$ cat src/rtl/conv_pkg.sv
// Shared constants for the 3x3 convolution stage: kernel modes, fixed kernels and accumulator sizing.
package conv_pkg;

   // Kernel select values carried on the mode input
   localparam logic [1:0] MODE_BYPASS = 2'd0;
   localparam logic [1:0] MODE_GAUSS  = 2'd1;
   localparam logic [1:0] MODE_SHARP  = 2'd2;
   localparam logic [1:0] MODE_PROG   = 2'd3;

   // Row-major 3x3 kernels, element 0 is k00
   typedef int kern_t [9];

   localparam kern_t      KERN_BYPASS  = '{0, 0, 0, 0, 1, 0, 0, 0, 0};
   localparam logic [3:0] SHIFT_BYPASS = 4'd0;
   localparam kern_t      KERN_GAUSS   = '{1, 2, 1, 2, 4, 2, 1, 2, 1};
   localparam logic [3:0] SHIFT_GAUSS  = 4'd4;
   localparam kern_t      KERN_SHARP   = '{0, -1, 0, -1, 5, -1, 0, -1, 0};
   localparam logic [3:0] SHIFT_SHARP  = 4'd0;

   // Signed accumulator width: product plus growth for nine taps and the rounding bias
   function automatic int unsigned acc_w(input int unsigned pix_w, input int unsigned coef_w);
      return pix_w + coef_w + 5;
   endfunction

endpackage

$ cat src/rtl/conv3x3_filter_if.sv
// Window-in / pixel-out stream bundle for conv3x3_filter.
//   mode, coef, shift, pixels_in, in_valid : window beat and its kernel settings (master -> slave)
//   in_ready                               : window accepted on in_valid && in_ready (slave -> master)
//   out, out_sat, out_valid                : filtered pixel and clamp flag (slave -> master)
//   out_ready                              : downstream accepts on out_valid && out_ready (master -> slave)
interface conv3x3_filter_if #(
   parameter int unsigned PIX_W  = 8,
   parameter int unsigned COEF_W = 5
) ();
   logic [1:0]          mode;
   logic [9*COEF_W-1:0] coef;
   logic [3:0]          shift;
   logic                in_valid;
   logic                in_ready;
   logic [9*PIX_W-1:0]  pixels_in;
   logic                out_valid;
   logic                out_ready;
   logic [PIX_W-1:0]    out;
   logic                out_sat;

   modport master (
      output mode, coef, shift, in_valid, pixels_in, out_ready,
      input  in_ready, out_valid, out, out_sat
   );

   modport slave (
      input  mode, coef, shift, in_valid, pixels_in, out_ready,
      output in_ready, out_valid, out, out_sat
   );
endinterface

$ cat src/rtl/conv_row_mac.sv
// Combinational 3-tap signed multiply-add for one kernel row.
//   pix  : three unsigned pixels, tap 0 at MSBs (zero-extended before multiply)
//   coef : three signed coefficients, tap 0 at MSBs
//   sum  : signed row sum, ACC_W bits
module conv_row_mac #(
   parameter int unsigned PIX_W  = 8,
   parameter int unsigned COEF_W = 5,
   parameter int unsigned ACC_W  = 18
) (
   input  logic [3*PIX_W-1:0]      pix,
   input  logic [3*COEF_W-1:0]     coef,
   output logic signed [ACC_W-1:0] sum
);

   logic signed [ACC_W-1:0] prod [3];

   for (genvar i = 0; i < 3; i++) begin : g_tap
      logic signed [ACC_W-1:0] p_ext;
      logic signed [ACC_W-1:0] c_ext;
      assign p_ext   = ACC_W'(pix[(2-i)*PIX_W +: PIX_W]);
      assign c_ext   = ACC_W'($signed(coef[(2-i)*COEF_W +: COEF_W]));
      assign prod[i] = p_ext * c_ext;
   end

   assign sum = prod[0] + prod[1] + prod[2];

endmodule

$ cat src/rtl/conv3x3_filter.sv
// Pipelined 3x3 convolution with per-window kernel mode, rounding, saturation and backpressure.
//   clk, rst : rising-edge clock, asynchronous active-high reset
//   bus      : window stream in, filtered pixel stream out (see conv3x3_filter_if)
// Registers: S0 window+kernel, S1 row sums, S2 total, S3 rounded/shifted value, then the
// clamped output register; a window accepted at edge N is presented at edge N+4.
module conv3x3_filter
   import conv_pkg::*;
#(
   parameter int unsigned PIX_W  = 8,
   parameter int unsigned COEF_W = 5,
   parameter int unsigned ROUND  = 1
) (
   input logic             clk,
   input logic             rst,
   conv3x3_filter_if.slave bus
);

   localparam int unsigned ACC_W = acc_w(PIX_W, COEF_W);
   localparam int unsigned PW    = 9 * PIX_W;
   localparam int unsigned KW    = 9 * COEF_W;
   localparam logic signed [ACC_W-1:0] PIX_MAX = ACC_W'((2 ** PIX_W) - 1);

   function automatic logic [KW-1:0] pack_kern(input kern_t k);
      logic [KW-1:0] r;
      r = '0;
      for (int i = 0; i < 9; i++) r[(8-i)*COEF_W +: COEF_W] = COEF_W'(k[i]);
      return r;
   endfunction

   logic                    adv;
   logic                    s0_v, s1_v, s2_v, s3_v;
   logic [PW-1:0]           s0_pix;
   logic [KW-1:0]           s0_coef;
   logic [3:0]              s0_shift, s1_shift, s2_shift;
   logic signed [ACC_W-1:0] row_c [3];
   logic signed [ACC_W-1:0] s1_row [3];
   logic signed [ACC_W-1:0] s2_sum, s3_val, biased_c, shifted_c;
   logic [KW-1:0]           kern_c;
   logic [3:0]              shift_c;
   logic [PIX_W-1:0]        out_c;
   logic                    sat_c;

   // Whole pipeline moves together; it can only stall when the output is held
   assign adv          = !bus.out_valid || bus.out_ready;
   assign bus.in_ready = adv;

   // Resolve the kernel at capture so each beat carries its own settings
   always_comb begin
      kern_c  = pack_kern(KERN_BYPASS);
      shift_c = SHIFT_BYPASS;
      case (bus.mode)
         MODE_GAUSS: begin kern_c = pack_kern(KERN_GAUSS); shift_c = SHIFT_GAUSS; end
         MODE_SHARP: begin kern_c = pack_kern(KERN_SHARP); shift_c = SHIFT_SHARP; end
         MODE_PROG:  begin kern_c = bus.coef;              shift_c = bus.shift;   end
         default:    ;
      endcase
   end

   for (genvar r = 0; r < 3; r++) begin : g_row
      conv_row_mac #(.PIX_W(PIX_W), .COEF_W(COEF_W), .ACC_W(ACC_W)) u_mac (
         .pix  (s0_pix[(2-r)*3*PIX_W +: 3*PIX_W]),
         .coef (s0_coef[(2-r)*3*COEF_W +: 3*COEF_W]),
         .sum  (row_c[r])
      );
   end

   // Round-half-up bias then arithmetic shift
   always_comb begin
      biased_c = s2_sum;
      if (ROUND != 0 && s2_shift != 4'd0)
         biased_c = s2_sum + (ACC_W'(1) << (s2_shift - 4'd1));
      shifted_c = biased_c >>> s2_shift;
   end

   // Clamp to the unsigned pixel range
   always_comb begin
      out_c = s3_val[PIX_W-1:0];
      sat_c = 1'b0;
      if (s3_val[ACC_W-1]) begin
         out_c = '0;
         sat_c = 1'b1;
      end else if (s3_val > PIX_MAX) begin
         out_c = '1;
         sat_c = 1'b1;
      end
   end

   // Stage registers and valid chain
   always_ff @(posedge clk or posedge rst) begin
      if (rst) begin
         s0_v          <= 1'b0;
         s1_v          <= 1'b0;
         s2_v          <= 1'b0;
         s3_v          <= 1'b0;
         s0_pix        <= '0;
         s0_coef       <= '0;
         s0_shift      <= '0;
         s1_shift      <= '0;
         s2_shift      <= '0;
         s1_row        <= '{default: '0};
         s2_sum        <= '0;
         s3_val        <= '0;
         bus.out_valid <= 1'b0;
         bus.out       <= '0;
         bus.out_sat   <= 1'b0;
      end else if (adv) begin
         s0_v <= bus.in_valid;
         if (bus.in_valid) begin
            s0_pix   <= bus.pixels_in;
            s0_coef  <= kern_c;
            s0_shift <= shift_c;
         end
         s1_v          <= s0_v;
         s1_row        <= row_c;
         s1_shift      <= s0_shift;
         s2_v          <= s1_v;
         s2_sum        <= s1_row[0] + s1_row[1] + s1_row[2];
         s2_shift      <= s1_shift;
         s3_v          <= s2_v;
         s3_val        <= shifted_c;
         bus.out_valid <= s3_v;
         bus.out       <= out_c;
         bus.out_sat   <= sat_c;
      end
   end

endmodule

$ cat src/flat_wrapper.sv
// flat-port wrapper written by rule: the top's interface ports become plain ports
module conv3x3_filter_flat import conv_pkg::*;
#(
   parameter int unsigned PIX_W  = 8,
   parameter int unsigned COEF_W = 5,
   parameter int unsigned ROUND  = 1
)
  (clk, rst, bus_mode, bus_coef, bus_shift, bus_in_valid, bus_pixels_in, bus_out_ready, bus_in_ready, bus_out_valid, bus_out, bus_out_sat);
  conv3x3_filter_if #(.PIX_W(PIX_W), .COEF_W(COEF_W)) bus_i ();
  input logic clk;
  input logic rst;
  input wire logic [$bits(bus_i.mode)-1:0] bus_mode;
  input wire logic [$bits(bus_i.coef)-1:0] bus_coef;
  input wire logic [$bits(bus_i.shift)-1:0] bus_shift;
  input wire logic [$bits(bus_i.in_valid)-1:0] bus_in_valid;
  input wire logic [$bits(bus_i.pixels_in)-1:0] bus_pixels_in;
  input wire logic [$bits(bus_i.out_ready)-1:0] bus_out_ready;
  output wire logic [$bits(bus_i.in_ready)-1:0] bus_in_ready;
  output wire logic [$bits(bus_i.out_valid)-1:0] bus_out_valid;
  output wire logic [$bits(bus_i.out)-1:0] bus_out;
  output wire logic [$bits(bus_i.out_sat)-1:0] bus_out_sat;
  assign bus_i.mode = bus_mode;
  assign bus_i.coef = bus_coef;
  assign bus_i.shift = bus_shift;
  assign bus_i.in_valid = bus_in_valid;
  assign bus_i.pixels_in = bus_pixels_in;
  assign bus_i.out_ready = bus_out_ready;
  assign bus_in_ready = bus_i.in_ready;
  assign bus_out_valid = bus_i.out_valid;
  assign bus_out = bus_i.out;
  assign bus_out_sat = bus_i.out_sat;
  conv3x3_filter #(.PIX_W(PIX_W), .COEF_W(COEF_W), .ROUND(ROUND)) u_core (.clk(clk), .rst(rst), .bus(bus_i));
endmodule
$ cat config.mk
export PLATFORM = sky130hd
export DESIGN_NAME = conv3x3_filter_flat
export DESIGN_NICKNAME = d
export VERILOG_FILES = /design/src/rtl/conv_pkg.sv /design/src/rtl/conv3x3_filter_if.sv /design/src/rtl/conv_row_mac.sv /design/src/rtl/conv3x3_filter.sv /design/src/flat_wrapper.sv
export SDC_FILE = /design/constraint.sdc
export NUM_CORES = 2
export LEC_CHECK = 0
export CORE_UTILIZATION = 55
export CTS_BUF_LIST = sky130_fd_sc_hd__clkbuf_4
export CTS_CLUSTER_SIZE = 16
export DETAILED_ROUTE_END_ITERATION = 7
export GPL_TIMING_DRIVEN = 1
export PLACE_DENSITY = 0.74
export SLEW_MARGIN = 15
export SYNTH_ARGS = -nofsm -noshare
export SYNTH_HDL_FRONTEND = slang
export SYNTH_SLANG_ARGS = --single-unit
export TNS_END_PERCENT = 20
$ cat constraint.sdc
create_clock -name clk -period 15.3 [get_ports clk]
set_input_delay 2.295 -clock clk [delete_from_list [all_inputs] [get_ports clk]]
set_output_delay 2.295 -clock clk [all_outputs]
set_load 0.005 [all_outputs]
==> out/metrics.cfg <==
[run_status]
run_status = complete, no violations

[sta]
slew_violations = 0
worst-slew-pin-transition_ns = 0.990
tns_ns = 0
timing.final.crit_share_pct = 45.3
fmax_mhz = 144
maxSlewHeadroom_pct = 34.0
finalSetupViolCount = 0
hold_viol = 0
fin_crit_ns = 6.93
final.setup_skew_ns = 0.0537
rsz0062_at_grt = false

[detailed_routing]
drt_iter0_markers = 1223
drc = 0
wl_per_cell_um = 17.1
drt-total-wl_um = 59600
via_per_inst = 5.52
vias = 19200
drt-pass1-iter-count = 6
ant_nets = 0

[critical_path]
crit_path_start_kind = flip-flop
worstSetupEndpointType = flip-flop
critPathMostFrequentCell = fa_1
worstReg2RegStart = u_core.s0_coef[44]$_DFFE_PP0P_
slowest_stage = dfrtp_1
cp.depth = 21
crit_buf_inv = 5
critPathMaxFanout = 16
required_ns = 15.93
reg2reg_slack_ns = 8.37
cp_top_family = adder cells
max_stage_delay_ns = 0.74
worst_r2r_path_depth = 21
cp_cell_sequence = clkinv_1, nor2_1, fa_1, inv_1, fa_1, inv_1, fa_1, fa_1, fa_1, inv_1, fa_1, inv_1, ha_1, and3_1, o21ai_0, or4b_2, a21oi_1, o21ai_0, o41ai_1, xor2_1, o21ai_0
cp.arrival_ns = 7.56
path_class = reg -> reg
r2r_end = u_core.s1_row[50]$_DFFE_PP0N_

[finish]
drive_above_1_share_pct = 7.48
nets = 3520
area_growth_pct = 10.2

[synthesis]
syn_area_per_cell_sq_um = 9.33
ys_seq_elements = 227
synth.area.top_cells = fa_1 26%, dfrtp_1 22%, ha_1 11%
synth_cells = 2713
synth_commonest_cells = 443 x inv_1, 346 x nand2_1, 333 x fa_1
synth_nets = 3400
synth_enable_flop_cells = 0
synth_top_flop_cell = dfrtp_1
yosysMostFrequentCell = inv_1
yosysSeqAreaShare_pct = 22.4
async_reset_ff_share_pct = 100
synth_top_area_cell = fa_1
yosysWarnings = 0
yosysTopAreaCellShare_pct = 26.3
netlist_area_sq_mm = 0.0253
yosysUniqueCellTypes = 83

[grt]
grt_max_degree = 144
grt_usage_pct = 26.8
antenna_found_initial = 2
grt_pass1_wl_um = 100000
overflow = 0
grt_pass1_vias = 20200

[floorplan]
initial_utilization_pct = 55.8
rows = 78
core_area_sq_mm = 0.0454
die_x_um = 217
num_io_pins = 138
die_h_um = 217
fp.dieArea_sq_mm = 0.0469

[job]
maxCapViolCount = 0

[clocking]
cts-resized-gates = 0
cts_setup_buffers = 0
worstSkewPairLatency_ns = 0.81
cts_buffers = 66
clockRootBuffer = clkbuf_4
path_clk_slew_ns = 0.08
clock_sinks = 227
holdBufCountCts = 0
cts.path.max_buffers = 3
htreeDepth = 3
cts_tree = yes

[hold_path]
holdCritPathClass = reg -> reg
hold_depth = 2
holdCritStartpoint = u_core.s2_v$_DFFE_PP0N_
whs_endpoint = u_core.s2_v$_DFFE_PP0N_

[placement]
portBuffers = 137
dp_hpwl_um = 47800
gp_congestion = 0.919

-- per-layer routing --
metal | global-route usage (%) | vias to the layer above | wire length, um
met5 | 0 | - | 0
met4 | 9.01 | 0 | 1820
met3 | 5.24 | 131 | 3600
met2 | 44.4 | 567 | 29000
met1 | 35.3 | 9504 | 25100
li1 | - | 8970 | -
-- cells in the final DEF (no fill, tap or decap), types with 5 or more instances in the layout --
cell             instances
inv_1                  441
nand2_1                345
fa_1                   333
ha_1                   227
dfrtp_1                227
nor2_1                 167
and2_1                 149
o21ai_0                143
clkdlybuf4s50_1        137
a21oi_1                 90
clkbuf_4                87
mux2_2                  75
nand2b_1                37
xor2_1                  34
nor3_1                  34
xnor2_1                 32
nand3_1                 26
o31ai_1                 23
o21a_1                  19
a211oi_1                16
a31oi_1                 15
a21o_1                  15
clkinv_1                15
or2_2                   11
o211ai_1                11
and3_1                  10
mux2i_1                  9
nor2b_1                  8
buf_4                    7
or3_1                    6
nand4_1                  6
o2111ai_1                6
nor4_1                   6
o31a_1                   5
o22ai_1                  5
a221oi_1                 5
-- worst register-to-register path, stage by stage, from the launching register on --
cell,delay [ns]
dfrtp_1,0.74
clkinv_1,0.54
nor2_1,0.28
fa_1,0.44
inv_1,0.08
fa_1,0.41
inv_1,0.09
fa_1,0.44
fa_1,0.51
fa_1,0.49
inv_1,0.05
fa_1,0.47
inv_1,0.04
ha_1,0.32
and3_1,0.21
o21ai_0,0.10
or4b_2,0.61
a21oi_1,0.20
o21ai_0,0.14
o41ai_1,0.33
xor2_1,0.17
o21ai_0,0.09
-- registers in the layout, indices dropped and copies added (netlist names) --
name,count
u_core.s1_row,48
u_core.s0_pix,72
u_core.bus.out,8
u_core.s3_val,18
u_core.s2_shift,4
u_core.s0_coef,45
u_core.s0_shift,4
u_core.s2_sum,18
u_core.s0_v,1
u_core.bus.out_sat,1
u_core.s2_v,1
u_core.s1_shift,4
u_core.s1_v,1
u_core.s3_v,1
u_core.bus.out_valid,1
-- kinds of logic (layout without fill, tap and decap cells) --
| group | after synthesis | in the layout | share of synthesized area (%) |
|---|---|---|---|
| AOI/OAI and AO/OA | 410 | 410 | 10.3 |
| and+or+nand+nor | 822 | 822 | 15.1 |
| other | 0 | 3 | 0 |
| DFF | 227 | 227 | 22.4 |
| muxes | 89 | 89 | 4.11 |
| xor gates and xnor gates | 66 | 66 | 2.28 |
| adders and majority gates | 560 | 560 | 37.6 |
| buffers and inverters | 539 | 699 | 8.21 |
-- layout make-up --
class / count / area [sq um]
clock inverter: 21 / 114
multi-input combinational: 1947 / 17600
clock buffer: 87 / 653
sequential: 227 / 5680
antenna: 3 / 7.51
timing repair buffer: 145 / 1440
fill: 3898 / 17500
inverter: 446 / 1680
tap: 600 / 751
-- stage by stage --
stage          hold slack [ns]  worst slack [ns]  instance area (sq um)  utilization, %  std cells
6_report                 0.471              8.37                  27900            61.5       3476
2_1_floorplan            0.430              6.79                  25300               -       2713
3_3_place_gp             0.448              8.53                  27100            59.7       3365
5_1_grt                  0.500              7.85                  27900            61.5       3476
3_5_place_dp             0.457              8.33                  27100            59.7       3365
4_1_cts                  0.473              8.28                  27900            61.4       3473
-- worst max-delay path by stage --
stage,start,endpoint,slack (ns)
CTS,u_core.s0_coef[44]$_DFFE_PP0P_,u_core.s1_row[50]$_DFFE_PP0N_,8.28
detailed placement,u_core.s0_coef[44]$_DFFE_PP0P_,u_core.s1_row[50]$_DFFE_PP0N_,8.33
finish,u_core.s0_coef[44]$_DFFE_PP0P_,u_core.s1_row[50]$_DFFE_PP0N_,8.37
floorplan,rst,u_core.bus.out[0]$_DFFE_PP0N_,6.79
global placement,u_core.s0_coef[44]$_DFFE_PP0P_,u_core.s1_row[50]$_DFFE_PP0N_,8.53
global route,u_core.s0_coef[44]$_DFFE_PP0P_,u_core.s1_row[50]$_DFFE_PP0N_,7.85
Power is not shown: default switching activity piles up to over one toggle a cycle in this logic, so the estimate is an artifact.
